$ cat config.mk
export PLATFORM = sky130hd
export DESIGN_NAME = cv_sp_search
export DESIGN_NICKNAME = d
export VERILOG_FILES = /design/src/rtl/cv_sp_pkg.sv /design/src/rtl/cv_sp_search.sv
export SDC_FILE = /design/constraint.sdc
export NUM_CORES = 1
export LEC_CHECK = 0
export ABC_AREA = 1
export ABC_CLOCK_PERIOD_IN_PS = 2500
export BUFFER_PORTS_ARGS = -buffer_cell sky130_fd_sc_hd__buf_4
export CAP_MARGIN = 30
export CORE_MARGIN = 2
export CORE_UTILIZATION = 50
export CTS_CLUSTER_SIZE = 14
export DETAILED_ROUTE_END_ITERATION = 6
export GPL_ROUTABILITY_DRIVEN = 0
export PLACE_DENSITY = 0.86
export SETUP_SLACK_MARGIN = 0.2
export SLEW_MARGIN = 20
export SYNTH_ARGS = -nofsm -noshare
export SYNTH_HDL_FRONTEND = slang
export SYNTH_SLANG_ARGS = --single-unit
$ cat constraint.sdc
create_clock -name clk -period 2.5 [get_ports clk]
set_clock_uncertainty 0.15 [all_clocks]
set_input_delay 0.375 -clock clk [delete_from_list [all_inputs] [get_ports clk]]
set_output_delay 0.375 -clock clk [all_outputs]
set_load 0.02 [all_outputs]
$ cat src/rtl/cv_sp_pkg.sv
// Shared sprite-attribute definitions: posy field placement, sprite height and
// the scanline hit test used by both the search and render blocks.
package cv_sp_pkg;

    localparam int unsigned SP_VCNT_W      = 10;
    localparam int unsigned SP_IDX_W       = 10;
    localparam int unsigned SP_CNT_W       = 11;
    localparam int unsigned SP_ATTR_W      = 64;
    localparam int unsigned SP_POSY_LSB    = 0;
    localparam int unsigned SP_POSY_W      = 11;
    localparam int unsigned SP_HEIGHT_LOG2 = 4;

    typedef enum logic [1:0] {
        ST_IDLE  = 2'd0,
        ST_SCAN  = 2'd1,
        ST_DRAIN = 2'd2,
        ST_DONE  = 2'd3
    } sp_state_e;

    // Line is inside the sprite when (line - posy) mod 2^11 < sprite height;
    // the modulo lets a sprite starting near 2047 wrap onto the top lines.
    function automatic logic sp_line_hit(input logic [SP_VCNT_W-1:0] line,
                                         input logic [SP_POSY_W-1:0] posy);
        logic [SP_POSY_W-1:0] diff;
        diff = SP_POSY_W'(line) - posy;
        return diff[SP_POSY_W-1:SP_HEIGHT_LOG2] == '0;
    endfunction

endpackage

$ cat src/rtl/cv_sp_search.sv
// Per-scanline sprite search: scans the attribute RAM and writes the indices of
// sprites covering v_count into the search list RAM, in ascending index order.
module cv_sp_search
    import cv_sp_pkg::*;
#(
    parameter int unsigned SP_NUM  = 1024,
    parameter int unsigned MAX_HIT = 1024
) (
    input  logic                 clk,
    input  logic                 reset,
    input  logic                 cs,
    input  logic [SP_VCNT_W-1:0] v_count,
    output logic                 search_end,
    output logic [SP_CNT_W-1:0]  search_count,
    output logic                 overflow,
    output logic [SP_IDX_W-1:0]  p_addr,
    output logic                 p_ren,
    input  logic [SP_ATTR_W-1:0] p_data,
    output logic [SP_IDX_W-1:0]  sch_waddr,
    output logic                 sch_wen,
    output logic [SP_IDX_W-1:0]  sch_wdata
);

    localparam logic [SP_IDX_W-1:0] LAST_IDX = SP_IDX_W'(SP_NUM - 1);
    localparam logic [SP_CNT_W-1:0] HIT_LIM  = SP_CNT_W'(MAX_HIT);

    sp_state_e             state_q, state_d;
    logic                  p_ren_q, p_ren_d;
    logic [SP_IDX_W-1:0]   p_addr_q, p_addr_d;
    logic                  cmp_vld_q, cmp_vld_d;
    logic [SP_IDX_W-1:0]   cmp_idx_q, cmp_idx_d;
    logic [SP_CNT_W-1:0]   hit_cnt_q, hit_cnt_d;
    logic                  ovf_q, ovf_d;
    logic                  sch_wen_q, sch_wen_d;
    logic [SP_IDX_W-1:0]   sch_waddr_q, sch_waddr_d;
    logic [SP_IDX_W-1:0]   sch_wdata_q, sch_wdata_d;
    logic                  search_end_q, search_end_d;
    logic                  hit_c;
    logic [SP_POSY_W-1:0]  posy_c;
    logic                  unused_attr;

    assign posy_c      = p_data[SP_POSY_LSB +: SP_POSY_W];
    assign unused_attr = ^p_data[SP_ATTR_W-1:SP_POSY_W];

    // State and output registers
    always_ff @(posedge clk or posedge reset) begin
        if (reset) begin
            state_q      <= ST_IDLE;
            p_ren_q      <= 1'b0;
            p_addr_q     <= '0;
            cmp_vld_q    <= 1'b0;
            cmp_idx_q    <= '0;
            hit_cnt_q    <= '0;
            ovf_q        <= 1'b0;
            sch_wen_q    <= 1'b0;
            sch_waddr_q  <= '0;
            sch_wdata_q  <= '0;
            search_end_q <= 1'b0;
        end else begin
            state_q      <= state_d;
            p_ren_q      <= p_ren_d;
            p_addr_q     <= p_addr_d;
            cmp_vld_q    <= cmp_vld_d;
            cmp_idx_q    <= cmp_idx_d;
            hit_cnt_q    <= hit_cnt_d;
            ovf_q        <= ovf_d;
            sch_wen_q    <= sch_wen_d;
            sch_waddr_q  <= sch_waddr_d;
            sch_wdata_q  <= sch_wdata_d;
            search_end_q <= search_end_d;
        end
    end

    // Next state; compare stage uses the index issued one cycle earlier
    always_comb begin
        state_d      = state_q;
        p_ren_d      = 1'b0;
        p_addr_d     = p_addr_q;
        cmp_vld_d    = p_ren_q & cs;
        cmp_idx_d    = p_addr_q;
        hit_cnt_d    = hit_cnt_q;
        ovf_d        = ovf_q;
        sch_wen_d    = 1'b0;
        sch_waddr_d  = sch_waddr_q;
        sch_wdata_d  = sch_wdata_q;
        search_end_d = 1'b0;
        hit_c        = cs & cmp_vld_q & sp_line_hit(v_count, posy_c);

        case (state_q)
            ST_IDLE: begin
                if (cs) begin
                    state_d   = ST_SCAN;
                    p_ren_d   = 1'b1;
                    p_addr_d  = '0;
                    hit_cnt_d = '0;
                    ovf_d     = 1'b0;
                end
            end
            ST_SCAN: begin
                if (p_addr_q == LAST_IDX) begin
                    state_d = ST_DRAIN;
                end else begin
                    p_ren_d  = 1'b1;
                    p_addr_d = p_addr_q + SP_IDX_W'(1);
                end
            end
            ST_DRAIN: state_d = ST_DONE;
            ST_DONE:  search_end_d = 1'b1;
            default:  state_d = ST_IDLE;
        endcase

        // Full list saturates the count and flags overflow instead of writing
        if (hit_c) begin
            if (hit_cnt_q < HIT_LIM) begin
                sch_wen_d   = 1'b1;
                sch_waddr_d = hit_cnt_q[SP_IDX_W-1:0];
                sch_wdata_d = cmp_idx_q;
                hit_cnt_d   = hit_cnt_q + SP_CNT_W'(1);
            end else begin
                ovf_d = 1'b1;
            end
        end

        if (!cs) begin
            state_d      = ST_IDLE;
            p_ren_d      = 1'b0;
            search_end_d = 1'b0;
        end
    end

    assign search_end   = search_end_q;
    assign search_count = hit_cnt_q;
    assign overflow     = ovf_q;
    assign p_addr       = p_addr_q;
    assign p_ren        = p_ren_q;
    assign sch_waddr    = sch_waddr_q;
    assign sch_wen      = sch_wen_q;
    assign sch_wdata    = sch_wdata_q;

endmodule

==> results of run 1 <==
[state kept, by name, summed over array words and instances, names as in the netlist]
register and cells:
cmp_idx_q 10, cmp_vld_q 1, overflow 1, p_addr 10, p_ren 1, sch_waddr 10
sch_wdata 10, sch_wen 1, search_count 11, search_end 1, state_q 2
[routing by layer]
layer  part of all wire, %  wire [um]  track usage (%)
met1                    42       3220             28.1
met2                    51       3900             37.2
met3                   6.3        486             5.29
met4                   1.5        113             9.38
met5                     0          0                0
[worst max-delay path, stage by stage, from the launching register on]
cell and delay [ns]:
dfrtp_1 0.40, inv_1 0.10, ha_2 0.25, nor2_1 0.08, a21oi_1 0.15, nand2_1 0.14
nor3_1 0.39, nand2_1 0.14, o21ai_0 0.19, a21oi_1 0.06
[cells by family after synthesis]
| logic type | Yosys count | synth area share [%] |
|---|---|---|
| AND/OR/NAND/NOR | 243 | 32.8 |
| XOR/XNOR | 1 | 0.260 |
| AO/OA/AOI/OAI | 43 | 7.13 |
| buffers and inverters | 81 | 11.1 |
| adder cells (fa/ha/maj) | 15 | 5.57 |
| flip-flops | 58 | 43.1 |
[cell usage after synthesis, types with 2 or more instances]
master,number,share of area (%)
buf_6,5,1.7
nor3_1,10,1.5
a21oi_1,7,1.0
inv_1,68,7.6
nor2_2,3,0.56
nor2_1,27,3.0
o21ai_1,10,1.5
o21ai_0,13,1.9
nand2_1,137,15
nand3_2,3,0.89
nand4_1,26,4.8
o21bai_1,2,0.45
ha_1,15,5.6
nand3_1,23,3.4
nand2_2,5,0.93
nor2_4,2,0.67
a31oi_1,3,0.56
clkinv_1,2,0.22
o22ai_1,4,0.74
dfrtp_1,58,43
buf_2,2,0.30
nand3b_1,4,0.89
[cell type report]
cell class	count	area (um^2)
clock inverters	2	35.0
inverters	71	267
flip-flops and latches	58	1450
repair buffers	77	606
fillers	517	2240
multi-input cells	302	1560
well taps	77	96.3
clock buffers	13	169
[worst max path at each step]
stage                                start                  endpoint
floorplan                        p_data[4]  sch_waddr[0]$_DFFE_PP0P_
global placement                v_count[4]  sch_wdata[4]$_DFFE_PP0P_
detailed placement              v_count[4]  sch_wdata[3]$_DFFE_PP0P_
CTS                 state_q[1]$_DFFE_PP0P_     p_addr[7]$_DFFE_PP0P_
global route        state_q[1]$_DFFE_PP0P_     p_addr[7]$_DFFE_PP0P_
finish              state_q[1]$_DFFE_PP0P_     p_addr[4]$_DFFE_PP0P_
[through the flow]
step | std cells | power (uW)
2_1_floorplan | 441 | 1480
3_3_place_gp | 584 | 1630
3_5_place_dp | 584 | 1670
4_1_cts | 600 | 2540
5_1_grt | 600 | 2680
6_report | 600 | 2530
[power by group through the flow]
stage	clock (uW)	sequential, uW	combinational, uW
after floorplan	0	1090	387
after global placement	0	1060	566
after detailed placement	0	1070	597
after CTS	888	1050	603
after global routing	936	1060	687
final	870	1050	609
[timing repair]
item / in CTS / in global routing
endpoints found under the setup margin: 0 / 5
endpoints found under the hold margin: 23 / 0
hold buffers: 1 / 0
gates resized for setup: 0 / 4
==> results_dict.tcl, run 1 <==
set metrics [dict create \
    p_int_uw 1750 \
    combPwrFrac_pct 24.0 \
    wl_mm 7.72 \
    slew_viol_final 0 \
    layout.nets 611 \
    fin_area_um2 4180 \
    cts_tree "done" \
    grt_pass1_wl_mm 13.3 \
    ys_ff_latch 58 \
    core_area_um2 6420 \
    syn_to_final_growth_pct 24.1 \
    grt.total_usage_pct 22.4 \
    synth_cell_types 34 \
    worst_slack_ns 0.323 \
    synth-async-reset-ratio_pct 100 \
    clk_pin_slew_ns 0.06 \
    cp-end-kind "flop" \
    power_density_nw_per_um2 605 \
    synth-edff-count 0 \
    yosysWarnings 0 \
    cp.required_ns 2.56 \
    hold_depth 3 \
    worst_pin_slew_ns 0.537 \
    preCtsSetupSlack_ns 0.0470 \
    start_kind "flop" \
    hold_start "cs" \
    clockBufferDepth 2 \
    power.switching_uw 784 \
    dp_hpwl_mm 5.80 \
    antenna_cells 0 \
    io_pins 122 \
    regToRegSetupSlack_ns 0.32 \
    rows 29 \
    syn_nets 533 \
    swShare_pct 31.0 \
    run_status "completed" \
    rsz0062_at_grt "true" \
    final_hold_viol_count 0 \
    path_class "reg -> reg" \
    min_path_type "in -> reg" \
    clock_sinks 58 \
    dr_total_vias 3185 \
    final_common_cell "nand2_1" \
    max_freq_mhz 459 \
    h-tree-depth 3 \
    antenna_found_initial 0 \
    die_area_um2 7410 \
    die_y_um 86.1 \
    die_w_um 86.1 \
    initial_utilization_pct 52.5 \
    cts_setup_buffers 0 \
    reg2reg_depth 9 \
    cts-root-buf "clkbuf_8" \
    drt_iter0_markers 256 \
    utilization_pct 65.1 \
    grt_max_degree 26 \
    clock_latency_ns 0.33 \
    drive_gt1_share_pct 21.4 \
    hold_end "cmp_vld_q$_DFF_PP0_" \
    cp_max_fo 7 \
    dpl-instance-area_um2 3950 \
    grt_pass1_vias 3111 \
    min_period_ns 2.18 \
    seqPwrFrac_pct 41.6 \
    cts_made_buffers 9 \
    pwr-share-clk_pct 34.3 \
    viasPerCell 5.31 \
    vdd_drop_max_uv 549 \
    setup_viol 0 \
    drv_cap 0 \
    timing.final.crit_share_pct 87.1 \
    ant_nets 0 \
    ys_seq_area_share_pct 43.1 \
    drt-pass1-iter-count 5 \
    ys.flop_type "dfrtp_1" \
    most-common-layout-cells "137 x nand2_1, 74 x buf_4, 67 x inv_1" \
    leakagePower_uw 0.00227 \
    fin_hold_ws_ns 0.162 \
    netlist_area_um2 3370 \
    syn_area_per_cell_um2 7.64 \
    drc 0 \
    critical_path_arrival_ns 2.24 \
    synthCells 441 \
    io_buffer_count 68 \
    grt_overflow 0 \
    slew_headroom_pct 64.1 \
    tns_ns 0 \
    worst_r2r_startpoint "state_q[1]$_DFFE_PP0P_" \
    r2r_end "p_addr[4]$_DFFE_PP0P_" \
    wl_per_cell_um 12.9 \
]
No activity file was read; power rests on OpenSTA's default activity.
==> inputs of run 2 (changes only) <==
Settings changed: ABC_AREA 1 to 0, CORE_UTILIZATION 50 to 49, PLACE_DENSITY 0.86 to 0.87.
==> results_dict.tcl, run 2 <==
set metrics [dict create \
    final_hold_viol_count 0 \
    run_status "complete, but fails checks" \
    path_class "in -> reg" \
    io_pins 122 \
    p_int_uw 1790 \
    combPwrFrac_pct 27.9 \
    clockBufferDepth 2 \
    tns_ns -11.95 \
    grt_use_met3_pct 8.25 \
    synth_cell_types 50 \
    pwr-share-clk_pct 31.8 \
    met2_usage_pct 46.5 \
    met1_usage_pct 32.8 \
    synth-edff-count 0 \
    timing.final.crit_share_pct 119 \
    worst_slack_ns -0.464 \
    top_usage_layer "met2" \
    initial_utilization_pct 51.2 \
    multi_input_area_um2 1760 \
    grt_overflow 0 \
    slew_headroom_pct 57.0 \
    grt_max_degree 31 \
    ant_nets 0 \
    start_kind "primary input" \
    ys.flop_type "dfrtp_1" \
    die_w_um 83.1 \
    power.switching_uw 799 \
    syn_area_per_cell_um2 11.3 \
    drv_cap 0 \
    final_common_cell "buf_4" \
    wl_mm 9.75 \
    grt_pass1_vias 2857 \
    synth.area.top_cells "dfrtp_1 47%, mux2_4 8.8%, ha_1 6.1%" \
    min_path_type "in -> reg" \
    largest_register_ffs 11 \
    cpMostUsedCell "buf_12" \
    yosysWarnings 0 \
    die_y_um 83.1 \
    netlist_area_um2 3070 \
    wl_per_cell_um 20.4 \
    critical_path_arrival_ns 3.03 \
    yosys-top-cells-count "58 x dfrtp_1, 19 x inv_1, 18 x mux2_4" \
    max_stage_delay_ns 0.49 \
    post-synth-top-count-cell "dfrtp_1" \
    stdcell_count 478 \
    grt.total_usage_pct 27.8 \
    netlist.area_leader.share_pct 47.3 \
    syn_to_final_growth_pct 50.7 \
    cp_max_fo 5 \
    drt-pass1-iter-count 5 \
    synth-async-reset-ratio_pct 100 \
    drive_gt1_share_pct 52.9 \
    dr_total_vias 2829 \
    min_period_ns 2.96 \
    layout.nets 490 \
    die_area_um2 6910 \
    slowest_stage "or4_4" \
    violations "setup timing" \
    viasPerCell 5.92 \
    max_freq_mhz 337 \
    swShare_pct 30.9 \
    clk_pin_slew_ns 0.06 \
    cts_made_buffers 9 \
    dp_hpwl_mm 5.34 \
    antenna_found_initial 0 \
    slew_viol_final 0 \
    cts-root-buf "clkbuf_8" \
    rows 28 \
    vdd_drop_max_uv 520 \
    syn_nets 363 \
    most-common-layout-cells "101 x buf_4, 54 x dfrtp_1, 21 x mux2_4" \
    h-tree-depth 3 \
    clock_latency_ns 0.34 \
    ys_seq_area_share_pct 47.3 \
    total_power_uw 2590 \
    ys_ff_latch 58 \
    worst_pin_slew_ns 0.645 \
    grt_pass1_wl_mm 14.9 \
    cts_tree "done" \
    rsz0062_at_grt "true" \
    synthCells 271 \
    regArea_um2 1460 \
    dp_cells 438 \
    antenna_cells 0 \
    synth.largest_area_cell "dfrtp_1" \
    path_cells "buf_8 > inv_4 > ha_4 > or2_4 > a21oi_4 > o32ai_2 > buf_4 > or4_4 > a2111oi_4 > and2_4 > buf_12 > buf_12 > mux2_4" \
    fillCellCount 336 \
    seqPwrFrac_pct 40.3 \
    drt_iter0_markers 241 \
    cp.required_ns 2.57 \
    io_buffer_count 68 \
    cp-end-kind "flop" \
    leakagePower_uw 0.00221 \
    core_area_um2 5990 \
    drc 0 \
    setup_viol 31 \
    clock_sinks 58 \
    power_density_nw_per_um2 560 \
]
[run 2: path summary, 6_finish.rpt]
| check | startpoint | end | slack (ns) | cells after the start |
|---|---|---|---|---|
| hold / removal | cs | cmp_vld_q$_DFF_PP0_ | 0.17 | 2 |
| hold reg to reg | p_addr[7]$_DFFE_PP0P_ | cmp_idx_q[7]$_DFF_PP0_ | 0.30 | 0 |
| min in group asynchronous | reset | p_addr[4]$_DFFE_PP0P_ | 0.53 | 3 |
| setup / recovery | p_data[2] | sch_waddr[4]$_DFFE_PP0P_ | -0.46 | 13 |
| max in group asynchronous | reset | p_addr[0]$_DFFE_PP0P_ | 0.96 | 4 |
| setup reg to reg | cmp_vld_q$_DFF_PP0_ | sch_waddr[4]$_DFFE_PP0P_ | 0.12 | 8 |
[run 2: kinds of logic (layout without fill, tap and decap cells)]
kind of cell	count (synthesis)	in the layout	synth area share [%]
DFF	58	58	47.3
adders and majority gates	15	15	6.11
AOI/OAI and AO/OA	57	57	14.1
muxes	27	27	11.9
xor gates and xnor gates	7	7	2.00
and+or+nand+nor	83	83	14.4
buffers and inverters	24	156	4.12
[run 2: area by class of cell]
| type | instances | area share (%) |
|---|---|---|
| multi-input combinational | 189 | 38.0 |
| clock inverter | 3 | 0.866 |
| tap | 75 | 2.03 |
| sequential | 58 | 31.5 |
| timing repair buffer | 121 | 22.9 |
| inverter | 19 | 1.70 |
| clock buffer | 13 | 3.00 |
[run 2: repair_timing]
item                                    4_1_cts  5_1_grt
gates cloned                                  2        0
resized for setup                            35       34
endpoints found under the setup margin       36       41
endpoints found under the hold margin        28        0
pin swaps                                    21       10
hold buffers                                  1        0
buffers inserted                             12        9
[run 2: power groups by stage]
stage          clock (uW)  combinational (uW)  sequential (uW)
2_1_floorplan           0                 337             1060
3_3_place_gp            0                 531             1050
3_5_place_dp            0                 562             1050
4_1_cts               819                 629             1040
5_1_grt               884                 774             1050
6_report              824                 722             1040
[run 2: critical path: cells and delay by family]
family	cells	cell delay, ns
muxes	1	0.30
and+or+nand+nor	3	1.02
adders and majority gates	1	0.19
buffers and inverters	5	0.51
AOI/OAI and AO/OA	3	0.63
[run 2: through the flow]
stage | cell area [um^2] | utilization [%] | hold WS (ns) | setup WS (ns)
CTS | 4450 | 74.2 | 0.154 | -0.295
floorplan | 3150 | - | 0.307 | -0.664
global placement | 3930 | 65.5 | 0.285 | -0.754
global route | 4620 | 77.2 | 0.165 | -0.528
detailed placement | 3930 | 65.5 | 0.284 | -0.799
finish | 4620 | 77.2 | 0.165 | -0.464
[run 2: metal layers]
metal / vias to the layer above / wire [um]
met4: 0 / 505
met1: 1406 / 3730
met2: 141 / 4890
li1: 1232 / -
met3: 50 / 622
met5: - / 0
